## src/rtl/lcd_byte_sequencer_pkg.sv

```systemverilog
// Shared types and HD44780 constants for the LCD byte sequencer.
// LCD_SEQ_INIT_CLEAR_EN adds the clear-display command to the init command list.
package lcd_byte_sequencer_pkg;

    typedef enum logic [3:0] {
        PWR_WAIT = 4'd0,
        INIT_NIB = 4'd1,
        INIT_GAP = 4'd2,
        INIT_CMD = 4'd3,
        IDLE     = 4'd4,
        SEND_HI  = 4'd5,
        ACK_HI   = 4'd6,
        RDY_HI   = 4'd7,
        SEND_LO  = 4'd8,
        ACK_LO   = 4'd9,
        RDY_LO   = 4'd10
    } lcd_seq_state_t;

    localparam logic [7:0] LCD_CMD_FUNC_SET_4BIT = 8'h28;
    localparam logic [7:0] LCD_CMD_DISP_ON       = 8'h0C;
    localparam logic [7:0] LCD_CMD_CLEAR         = 8'h01;
    localparam logic [7:0] LCD_CMD_ENTRY_MODE    = 8'h06;

    localparam logic [3:0] LCD_INIT_NIBBLE_8BIT  = 4'h3;
    localparam logic [3:0] LCD_INIT_NIBBLE_4BIT  = 4'h2;
    localparam logic [1:0] LCD_INIT_NIB_LAST     = 2'd3;

`ifdef LCD_SEQ_INIT_CLEAR_EN
    localparam logic [1:0] LCD_INIT_CMD_LAST     = 2'd3;
`else
    localparam logic [1:0] LCD_INIT_CMD_LAST     = 2'd2;
`endif

    function automatic logic [7:0] lcd_init_cmd(input logic [1:0] idx);
        logic [7:0] cmd;
        case (idx)
            2'd0:    cmd = LCD_CMD_FUNC_SET_4BIT;
            2'd1:    cmd = LCD_CMD_DISP_ON;
`ifdef LCD_SEQ_INIT_CLEAR_EN
            2'd2:    cmd = LCD_CMD_CLEAR;
`endif
            default: cmd = LCD_CMD_ENTRY_MODE;
        endcase
        return cmd;
    endfunction

endpackage

```

## src/rtl/lcd_byte_sequencer_nibble_issuer.sv

```systemverilog
// One-nibble send/acknowledge/ready handshake towards lcd_interface.
// Shared by the init-nibble, init-command and user-byte paths of lcd_byte_sequencer.
module lcd_nibble_issuer (
    input  logic       i_clk,
    input  logic       i_rst_n,
    input  logic       i_start,
    input  logic [3:0] i_nibble,
    input  logic       i_rs,
    input  logic       i_is_ready,
    output logic       o_sent,
    output logic       o_acked,
    output logic       o_done,
    output logic [3:0] o_display_data,
    output logic       o_display_data_valid,
    output logic       o_RS
);
    localparam logic [1:0] ISS_IDLE = 2'd0;
    localparam logic [1:0] ISS_ACK  = 2'd1;
    localparam logic [1:0] ISS_RDY  = 2'd2;

    logic [1:0] phase_q, phase_d;
    logic       ack_wait_q, ack_wait_d;
    logic [3:0] data_q, data_d;
    logic       valid_q, valid_d;
    logic       rs_q, rs_d;

    // Handshake phase sequencing; an interface that never drops ready is taken as accepted after 2 cycles.
    always_comb begin
        phase_d    = phase_q;
        ack_wait_d = ack_wait_q;
        data_d     = data_q;
        rs_d       = rs_q;
        valid_d    = 1'b0;
        o_sent     = 1'b0;
        o_acked    = 1'b0;
        o_done     = 1'b0;
        case (phase_q)
            ISS_IDLE: begin
                if (i_start && i_is_ready) begin
                    o_sent     = 1'b1;
                    valid_d    = 1'b1;
                    data_d     = i_nibble;
                    rs_d       = i_rs;
                    ack_wait_d = 1'b0;
                    phase_d    = ISS_ACK;
                end else begin
                    phase_d    = ISS_IDLE;
                end
            end
            ISS_ACK: begin
                if (!i_is_ready || ack_wait_q) begin
                    o_acked    = 1'b1;
                    ack_wait_d = 1'b0;
                    phase_d    = ISS_RDY;
                end else begin
                    ack_wait_d = 1'b1;
                end
            end
            ISS_RDY: begin
                if (i_is_ready) begin
                    o_done  = 1'b1;
                    phase_d = ISS_IDLE;
                end else begin
                    phase_d = ISS_RDY;
                end
            end
            default: phase_d = ISS_IDLE;
        endcase
    end

    // Handshake state and registered nibble outputs.
    always_ff @(posedge i_clk or negedge i_rst_n) begin
        if (!i_rst_n) begin
            phase_q    <= ISS_IDLE;
            ack_wait_q <= 1'b0;
            data_q     <= 4'h0;
            valid_q    <= 1'b0;
            rs_q       <= 1'b0;
        end else begin
            phase_q    <= phase_d;
            ack_wait_q <= ack_wait_d;
            data_q     <= data_d;
            valid_q    <= valid_d;
            rs_q       <= rs_d;
        end
    end

    assign o_display_data       = data_q;
    assign o_display_data_valid = valid_q;
    assign o_RS                 = rs_q;

endmodule

```

## src/rtl/lcd_byte_sequencer.sv

```systemverilog
// HD44780 power-up / 4-bit init sequencer and byte-to-nibble feeder for lcd_interface.
// Define LCD_SEQ_INIT_CLEAR_EN to include the clear-display command (and its wait) in init.
module lcd_byte_sequencer
    import lcd_byte_sequencer_pkg::*;
#(
    parameter int POWERUP_CYCLES  = 1_080_000,
    parameter int INIT_GAP_CYCLES = 111_000,
    parameter int CLEAR_CYCLES    = 44_000
) (
    input  logic       i_clk,
    input  logic       i_rst_n,
    input  logic [7:0] i_byte,
    input  logic       i_byte_rs,
    input  logic       i_byte_valid,
    output logic       o_byte_ready,
    output logic       o_init_done,
    output logic [3:0] o_display_data,
    output logic       o_display_data_valid,
    output logic       o_RS,
    input  logic       i_is_ready
);
    localparam int MAX_PG     = (POWERUP_CYCLES > INIT_GAP_CYCLES) ? POWERUP_CYCLES : INIT_GAP_CYCLES;
    localparam int MAX_CYCLES = (MAX_PG > CLEAR_CYCLES) ? MAX_PG : CLEAR_CYCLES;
    localparam int CNT_W_RAW  = $clog2(MAX_CYCLES + 1);
    localparam int CNT_W      = (CNT_W_RAW < 1) ? 1 : CNT_W_RAW;

    localparam logic [CNT_W-1:0] PWR_LOAD = CNT_W'(POWERUP_CYCLES);
    localparam logic [CNT_W-1:0] GAP_LOAD = CNT_W'(INIT_GAP_CYCLES);
`ifdef LCD_SEQ_INIT_CLEAR_EN
    localparam logic [CNT_W-1:0] CLR_LOAD = CNT_W'(CLEAR_CYCLES);
`endif

    lcd_seq_state_t   state_q, state_d;
    logic [CNT_W-1:0] cnt_q, cnt_d;
    logic             pwr_armed_q, pwr_armed_d;
    logic [1:0]       nib_idx_q, nib_idx_d;
    logic [1:0]       cmd_idx_q, cmd_idx_d;
    logic [7:0]       byte_q, byte_d;
    logic             rs_q, rs_d;
    logic             byte_ready_q, byte_ready_d;
    logic             init_done_q, init_done_d;

    logic             iss_start;
    logic [3:0]       iss_nibble;
    logic             iss_rs;
    logic             iss_sent, iss_acked, iss_done;

    lcd_nibble_issuer u_issuer (
        .i_clk                (i_clk),
        .i_rst_n              (i_rst_n),
        .i_start              (iss_start),
        .i_nibble             (iss_nibble),
        .i_rs                 (iss_rs),
        .i_is_ready           (i_is_ready),
        .o_sent               (iss_sent),
        .o_acked              (iss_acked),
        .o_done               (iss_done),
        .o_display_data       (o_display_data),
        .o_display_data_valid (o_display_data_valid),
        .o_RS                 (o_RS)
    );

    // Sequencer next-state: init nibbles and commands share the byte path with user traffic.
    always_comb begin
        state_d      = state_q;
        cnt_d        = cnt_q;
        pwr_armed_d  = pwr_armed_q;
        nib_idx_d    = nib_idx_q;
        cmd_idx_d    = cmd_idx_q;
        byte_d       = byte_q;
        rs_d         = rs_q;
        byte_ready_d = byte_ready_q;
        init_done_d  = init_done_q;
        iss_start    = 1'b0;
        iss_nibble   = byte_q[7:4];
        iss_rs       = rs_q;
        case (state_q)
            PWR_WAIT: begin
                // Counter resets to 0, so the power-up delay is loaded on the first cycle here.
                if (!pwr_armed_q) begin
                    pwr_armed_d = 1'b1;
                    if (POWERUP_CYCLES == 0) begin
                        state_d = INIT_NIB;
                    end else begin
                        cnt_d = PWR_LOAD;
                    end
                end else if (cnt_q == '0) begin
                    state_d = INIT_NIB;
                end else begin
                    cnt_d = cnt_q - CNT_W'(1);
                end
            end
            INIT_NIB: begin
                iss_start  = 1'b1;
                iss_rs     = 1'b0;
                iss_nibble = (nib_idx_q == LCD_INIT_NIB_LAST) ? LCD_INIT_NIBBLE_4BIT : LCD_INIT_NIBBLE_8BIT;
                if (!iss_done) begin
                    state_d = INIT_NIB;
                end else if (nib_idx_q == LCD_INIT_NIB_LAST) begin
                    state_d = INIT_CMD;
                end else begin
                    nib_idx_d = nib_idx_q + 2'd1;
                    cnt_d     = GAP_LOAD;
                    state_d   = INIT_GAP;
                end
            end
            INIT_GAP: begin
                if (cnt_q == '0) begin
                    state_d = (cmd_idx_q != 2'd0) ? INIT_CMD : INIT_NIB;
                end else begin
                    cnt_d = cnt_q - CNT_W'(1);
                end
            end
            INIT_CMD: begin
                byte_d  = lcd_init_cmd(cmd_idx_q);
                rs_d    = 1'b0;
                state_d = SEND_HI;
            end
            IDLE: begin
                if (i_byte_valid && byte_ready_q) begin
                    byte_d       = i_byte;
                    rs_d         = i_byte_rs;
                    byte_ready_d = 1'b0;
                    state_d      = SEND_HI;
                end else begin
                    state_d      = IDLE;
                end
            end
            SEND_HI: begin
                iss_start = 1'b1;
                state_d   = iss_sent ? ACK_HI : SEND_HI;
            end
            ACK_HI:  state_d = iss_acked ? RDY_HI : ACK_HI;
            RDY_HI:  state_d = iss_done ? SEND_LO : RDY_HI;
            SEND_LO: begin
                iss_start  = 1'b1;
                iss_nibble = byte_q[3:0];
                state_d    = iss_sent ? ACK_LO : SEND_LO;
            end
            ACK_LO:  state_d = iss_acked ? RDY_LO : ACK_LO;
            RDY_LO: begin
                if (!iss_done) begin
                    state_d = RDY_LO;
                end else if (init_done_q || (cmd_idx_q == LCD_INIT_CMD_LAST)) begin
                    init_done_d  = 1'b1;
                    byte_ready_d = 1'b1;
                    state_d      = IDLE;
`ifdef LCD_SEQ_INIT_CLEAR_EN
                end else if (byte_q == LCD_CMD_CLEAR) begin
                    cmd_idx_d = cmd_idx_q + 2'd1;
                    cnt_d     = CLR_LOAD;
                    state_d   = INIT_GAP;
`endif
                end else begin
                    cmd_idx_d = cmd_idx_q + 2'd1;
                    state_d   = INIT_CMD;
                end
            end
            default: state_d = PWR_WAIT;
        endcase
    end

    // Sequencer state, delay counter and byte latch.
    always_ff @(posedge i_clk or negedge i_rst_n) begin
        if (!i_rst_n) begin
            state_q      <= PWR_WAIT;
            cnt_q        <= '0;
            pwr_armed_q  <= 1'b0;
            nib_idx_q    <= 2'd0;
            cmd_idx_q    <= 2'd0;
            byte_q       <= 8'h00;
            rs_q         <= 1'b0;
            byte_ready_q <= 1'b0;
            init_done_q  <= 1'b0;
        end else begin
            state_q      <= state_d;
            cnt_q        <= cnt_d;
            pwr_armed_q  <= pwr_armed_d;
            nib_idx_q    <= nib_idx_d;
            cmd_idx_q    <= cmd_idx_d;
            byte_q       <= byte_d;
            rs_q         <= rs_d;
            byte_ready_q <= byte_ready_d;
            init_done_q  <= init_done_d;
        end
    end

    assign o_byte_ready = byte_ready_q;
    assign o_init_done  = init_done_q;

endmodule

```

## config.mk

```make
export PLATFORM = sky130hd
export DESIGN_NAME = lcd_byte_sequencer
export DESIGN_NICKNAME = d
export VERILOG_FILES = /design/src/rtl/lcd_byte_sequencer_pkg.sv /design/src/rtl/lcd_byte_sequencer_nibble_issuer.sv /design/src/rtl/lcd_byte_sequencer.sv
export SDC_FILE = /design/constraint.sdc
export NUM_CORES = 1
export LEC_CHECK = 0
export BUFFER_PORTS_ARGS = -buffer_cell sky130_fd_sc_hd__buf_2
export CORE_MARGIN = 2
export CORE_UTILIZATION = 60
export DETAILED_ROUTE_END_ITERATION = 10
export GPL_TIMING_DRIVEN = 0
export HOLD_SLACK_MARGIN = 0.05
export PLACE_DENSITY = 0.79
export SLEW_MARGIN = 10
export SYNTH_ARGS = -nofsm -noshare
export SYNTH_HDL_FRONTEND = slang
export SYNTH_SLANG_ARGS = --single-unit
```

## constraint.sdc

```tcl
create_clock -name i_clk -period 3 [get_ports i_clk]
set_input_delay 0.3 -clock i_clk [delete_from_list [all_inputs] [get_ports i_clk]]
set_output_delay 0.3 -clock i_clk [all_outputs]
set_load 0.02 [all_outputs]
```

; After elaboration in Yosys (flattened, before gate mapping)
; Index checks and enable logic that the tools add are counted.
; Widths: inputs -> output; s select.
[word_totals]
register_bits = 50
out_inout_bits = 8
elab_cells = 114
[classes]
n_addsub = 3
eq_ne = 25
muxes = 46
bitwise_logic = 2
reduce_logical = 24
[op_table]
columns = op, n
row1 = $mux 21, 4
row2 = $pmux 21 s3, 1
row3 = $pmux 4 s11, 1
row4 = $logic_not 21->1, 1
row5 = $sub 21x1->21 const B, 1
row6 = $mux 1, 20
row7 = $mux 4, 5
row8 = $eq 4x3->1 const B, 4
row9 = $ne 2x2->1 const B, 8
row10 = $pmux 8 s2, 1
row11 = $reduce_and 3->1, 5
row12 = $eq 4x4->1 const B, 3
row13 = $mux 2, 6
row14 = $pmux 6 s2, 1
row15 = $eq 4x2->1 const B, 2
row16 = $mux 8, 1
row17 = $pmux 4 s2, 1
row18 = $reduce_bool 2->1, 4
row19 = $eq 2x2->1 const B, 3
row20 = $pmux 1 s2, 3
row21 = $pmux 2 s3, 1
row22 = $reduce_and 2->1, 3
row23 = $add 2x1->2 const B, 2
row24 = $eq 2x1->1 const B, 2
row25 = other kinds (12), 17

; Longest topological paths before layout
[depth]
word_depth = 8
depth_mapped = 7
mapped_depth_nobuf = 7

; By module
; Synthesis repeated with hierarchy kept, for this count alone.
[hier_totals]
cells_unflattened = 308
area_unflattened_um2 = 2844.0
[modules_own_cells]
columns = module, n_inst, cells_per_inst, area_each_um2
row1 = lcd_byte_sequencer, 1, 280, 2449.8
row2 = lcd_nibble_issuer, 1, 28, 394.1

; Least setup slack after synthesis
; Ideal clock, no wire load.
[synth_path]
kind = register -> register
startpoint = register cnt_q[0]
endpoint = register state_q[1]
setup_time_ns = 0.126
t_arrival_ns = 1.999
path_slack_ns = 0.875
stages_incl_launch_ff = 8
path_buffers = 0
cell_sequence = dfrtp_1 inv_1 ha_1 nor4b_1 nand3_2 nor2_8 nand2_2 a311o_1
[synth_via]
elab_chain_cells = 3
word_cells_on_any_way = 4
classes_between = 2 x eq/ne / 2 x reduce/logical
[synth_lines]
columns = item, line_no
row1 = "start, declared", lcd_byte_sequencer.sv:34  ; logic [CNT_W-1:0] cnt_q, cnt_d;
row2 = "start signal, assigned", lcd_byte_sequencer.sv:177  ; cnt_q <= cnt_d;
row3 = $logic_not 21->1 *, "lcd_byte_sequencer.sv:87, lcd_byte_sequencer.sv:108"
row4 = $ne 2x2->1 (no line), --
row5 = $reduce_and 3->1 (no line) *, --
row6 = "end signal, assigned", lcd_byte_sequencer.sv:176  ; state_q <= state_d;
row7 = "end, declared", lcd_byte_sequencer.sv:33  ; lcd_seq_state_t state_q, state_d;
; Every way passes the cells marked *; elsewhere a longest branch is shown, timed or not.
; A chain may end at the register's enable or synchronous reset.

; Worst setup path after layout
[layout_path]
startpoint = register cnt_q[1]
endpoint = register cnt_q[5]
[layout_via]
elab_chain_cells = 4
word_cells_on_any_way = 5
classes_between = 1 x add/sub / 3 x mux / 1 x reduce/logical
[layout_lines]
columns = item, line_no
row1 = $sub 21x1->21 or $logic_not 21->1 (tied branches), --
row2 = $mux 21 *, "lcd_byte_sequencer.sv:87, lcd_byte_sequencer.sv:108"
row3 = $mux 21, lcd_byte_sequencer.sv:80  ; if (!pwr_armed_q) begin
row4 = $pmux 21 s3 *, lcd_byte_sequencer.sv:77  ; case (state_q)
; Marked as above.

==> impl_metrics.tcl <==
set metrics [dict create \
    nFillCells 374 \
    place_congestion 0.885 \
    dr_wl_met3_um 302 \
    wire_per_inst_um 15.9 \
    crit_start "cnt_q[1]" \
    syn_area_per_cell_sq_um 9.11 \
    ys_warn_count 0 \
    synthFlopType "dfrtp_1" \
    ys_seq_area_share_pct 43.3 \
    wl_met2_mm 2.86 \
    num_rows 25 \
    drcViolationCount 0 \
    max_freq_mhz 365 \
    postRouteAntennaNets 0 \
    final_util_pct 67.5 \
    ir_worst_vdd_v 0.000242 \
    grt_pass1_wl_mm 10.8 \
    dr.pass1.iters 5 \
    violations "hold timing" \
    clkSinkCount 50 \
    cts_tree "yes" \
    start_util_pct 61.6 \
    synth_fp_nets 337 \
    die_height_um 73.4 \
    io_pins 21 \
    cts_setup_buffers 0 \
    rr_startpoint "cnt_q[1]" \
    gr-usage-all-layers_pct 25.6 \
    layout-drive-gt1-share_pct 13.3 \
    tightest_slew_ps 1020 \
    arrival_ps 2940 \
    hp-class "input pin to async pin" \
    cts_root_buf "clkbuf_8" \
    rsz0062_at_grt "no" \
    fin_crit_sh_pct 91.2 \
    synth_seq_cells 50 \
    power_mw 1.18 \
    dp_cells 391 \
    die_width_um 73.4 \
    power_leakage_nw 1.36 \
    setup_viol 0 \
    syn_inst 317 \
    antenna_found_initial 0 \
    ys_types 61 \
    top_layer "met4" \
    grt_max_degree 51 \
    core_area_sq_um 4690 \
    final_hold_viol_count 5 \
    viasPerCell 6.40 \
    slew_headroom_pct 30.9 \
    drt-total-wl_mm 6.33 \
    drt_iter0_drc 192 \
    grt.overflow.total 0 \
    finalSetupTns_ps 0 \
    ctsResizeCount 0 \
    crit_slowest_cell "nor4b_1" \
    drv_cap 0 \
    clk_latency_ps 310 \
    fin_worst_skew_ps 8.25 \
    grt_pass1_vias 2332 \
    power_density_nw_per_um2 372 \
    synth_edf_count 0 \
    multi_input_area_sq_um 1530 \
    cts_buffer_depth 2 \
    path_class "flip-flop to flip-flop" \
    drv_slew 0 \
    crit_path_cell_trace "inv_1, ha_1, nor4b_1, nand3_2, o21ai_4, nor4_1, o21a_1" \
    area_delta_synth_final_pct 9.66 \
    cts-htree-levels 2 \
    postCtsHoldBufs 0 \
    critPathCaptureType "flip-flop" \
    run_status "finished with violations" \
    clk_pin_slew_ps 100 \
    required_ps 3200 \
    async_flop_share_pct 100 \
    syn_area_sq_um 2890 \
    fin_cells 399 \
    layout.nets 364 \
    cts_made_buffers 5 \
    start_kind "flip-flop" \
    cp_max_fo 9 \
    dpl.hpwl_mm 4.47 \
    diodes 0 \
    seq_area_sq_um 1250 \
    wl_met1_mm 3.10 \
    period_minus_slack_ps 2740 \
    port_buffers 20 \
    num_vias 2552 \
    die_area_sq_um 5390 \
    cp_slowest_stage_delay_ps 820 \
    fin_hold_ws_ps -2.19 \
]
==> flip-flops by register name, summed over array words and instances (netlist names), 2 cells and up <==
| register | cells |
|---|---|
| byte_q | 8 |
| cmd_idx_q | 2 |
| cnt_q | 21 |
| nib_idx_q | 2 |
| state_q | 4 |
| u_issuer.o_display_data | 4 |
| u_issuer.phase_q | 2 |
==> cell type report <==
cell class | count | share of cell area [%]
Buffer | 15 | 2.29
Clock buffer | 5 | 2.17
Clock inverter | 3 | 1.26
Inverter | 10 | 1.18
Multi-Input combinational cell | 242 | 48.2
Sequential cell | 50 | 39.5
Tap cell | 54 | 2.13
Timing Repair Buffer | 20 | 3.24
==> path summary, 6_finish.rpt <==
path / slack (ps) / cells past startpoint / end
hold reg to reg: 480 / 1 / nib_idx_q[0]
hold / removal: -2 / 1 / u_issuer.o_display_data[0]
setup reg to reg: 260 / 7 / cnt_q[5]
min in group i_clk: 190 / 2 / o_byte_ready
max in group asynchronous: 2580 / 1 / cnt_q[7]
setup / recovery: 260 / 7 / cnt_q[5]
==> cell families (layout without fill, tap and decap cells) <==
kind of cell | after synthesis | count (layout) | synth area share (%)
muxes | 4 | 4 | 1.47
AOI/OAI and AO/OA | 90 | 90 | 21.1
xor gates and xnor gates | 9 | 9 | 2.73
adders and majority gates | 7 | 7 | 3.03
and+or+nand+nor | 132 | 132 | 24.6
buffers and inverters | 25 | 53 | 3.81
DFF | 50 | 50 | 43.3
==> metrics by stage <==
step	area, sq um	setup WS [ps]	hold slack [ps]
4_1_cts	3170	355	188
3_3_place_gp	3060	418	456
5_1_grt	3170	105	63.0
2_1_floorplan	2890	875	4.41
3_5_place_dp	3060	394	468
6_report	3170	263	-2.19
==> synth_stat cells, types with 2 or more instances <==
cell       count  area, sq um
or2_2          2         12.5
ha_1           7         87.6
a31oi_1        8         50.1
dfrtp_1       50         1250
nand2_1       41          154
nand4_1        4         25.0
a32oi_1        4         35.0
nor3_1        13         65.1
xnor2_1        4         35.0
mux2_2         2         22.5
o221ai_1       2         17.5
nand3_1       10         50.1
o211a_1        2         20.0
o31ai_1        3         22.5
inv_1         10         37.5
nor4_2         2         25.0
or4_1          6         45.0
a21oi_1       12         60.1
o21a_1         4         30.0
or3_1          4         25.0
o211ai_1       4         30.0
o2111ai_1      2         17.5
nor4_1         5         31.3
nor2_1        18         67.6
nand2b_1       5         31.3
clkbuf_1      12         45.0
buf_6          2         22.5
o21ai_0       32          160
nor3b_1        2         15.0
mux2i_1        2         20.0
and2_1         2         12.5
nand3b_1       2         15.0
nor2b_1        7         43.8
xor2_1         5         43.8
==> routing by layer <==
metal  up-vias  GRT usage, %
met2        74          37.9
met1      1252          38.8
li1       1219             -
met3         7          3.70
met5         -             0
met4         0          7.68
==> layout by cell type, fill, tap and decap left out, types with 5 or more instances in the layout <==
cell      synthesis  routed
dfrtp_1          50      50
nand2_1          41      41
o21ai_0          32      32
buf_2             1      20
nor2_1           18      18
nor3_1           13      13
clkbuf_1         12      12
a21oi_1          12      12
inv_1            10      10
nand3_1          10      10
a31oi_1           8       8
nor2b_1           7       7
ha_1              7       7
or4_1             6       6
nand2b_1          5       5
nor4_1            5       5
xor2_1            5       5
clkbuf_8          0       5
==> power by group <==
group	leakage, nW	internal, mW	switching [mW]
clock	0.0579	0.246	0.233
sequential	0.653	0.674	0.000528
combinational	0.652	0.00733	0.0175
total	1.36	0.927	0.251
==> critical path: cells and delay by family (launching register included) <==
family                     cells  cell delay [ps]
and+or+nand+nor                3             1390
AOI/OAI and AO/OA              2              580
DFF                            1              400
adders and majority gates      1              150
buffers and inverters          1              110
No activity file was read; power rests on OpenSTA's default activity.
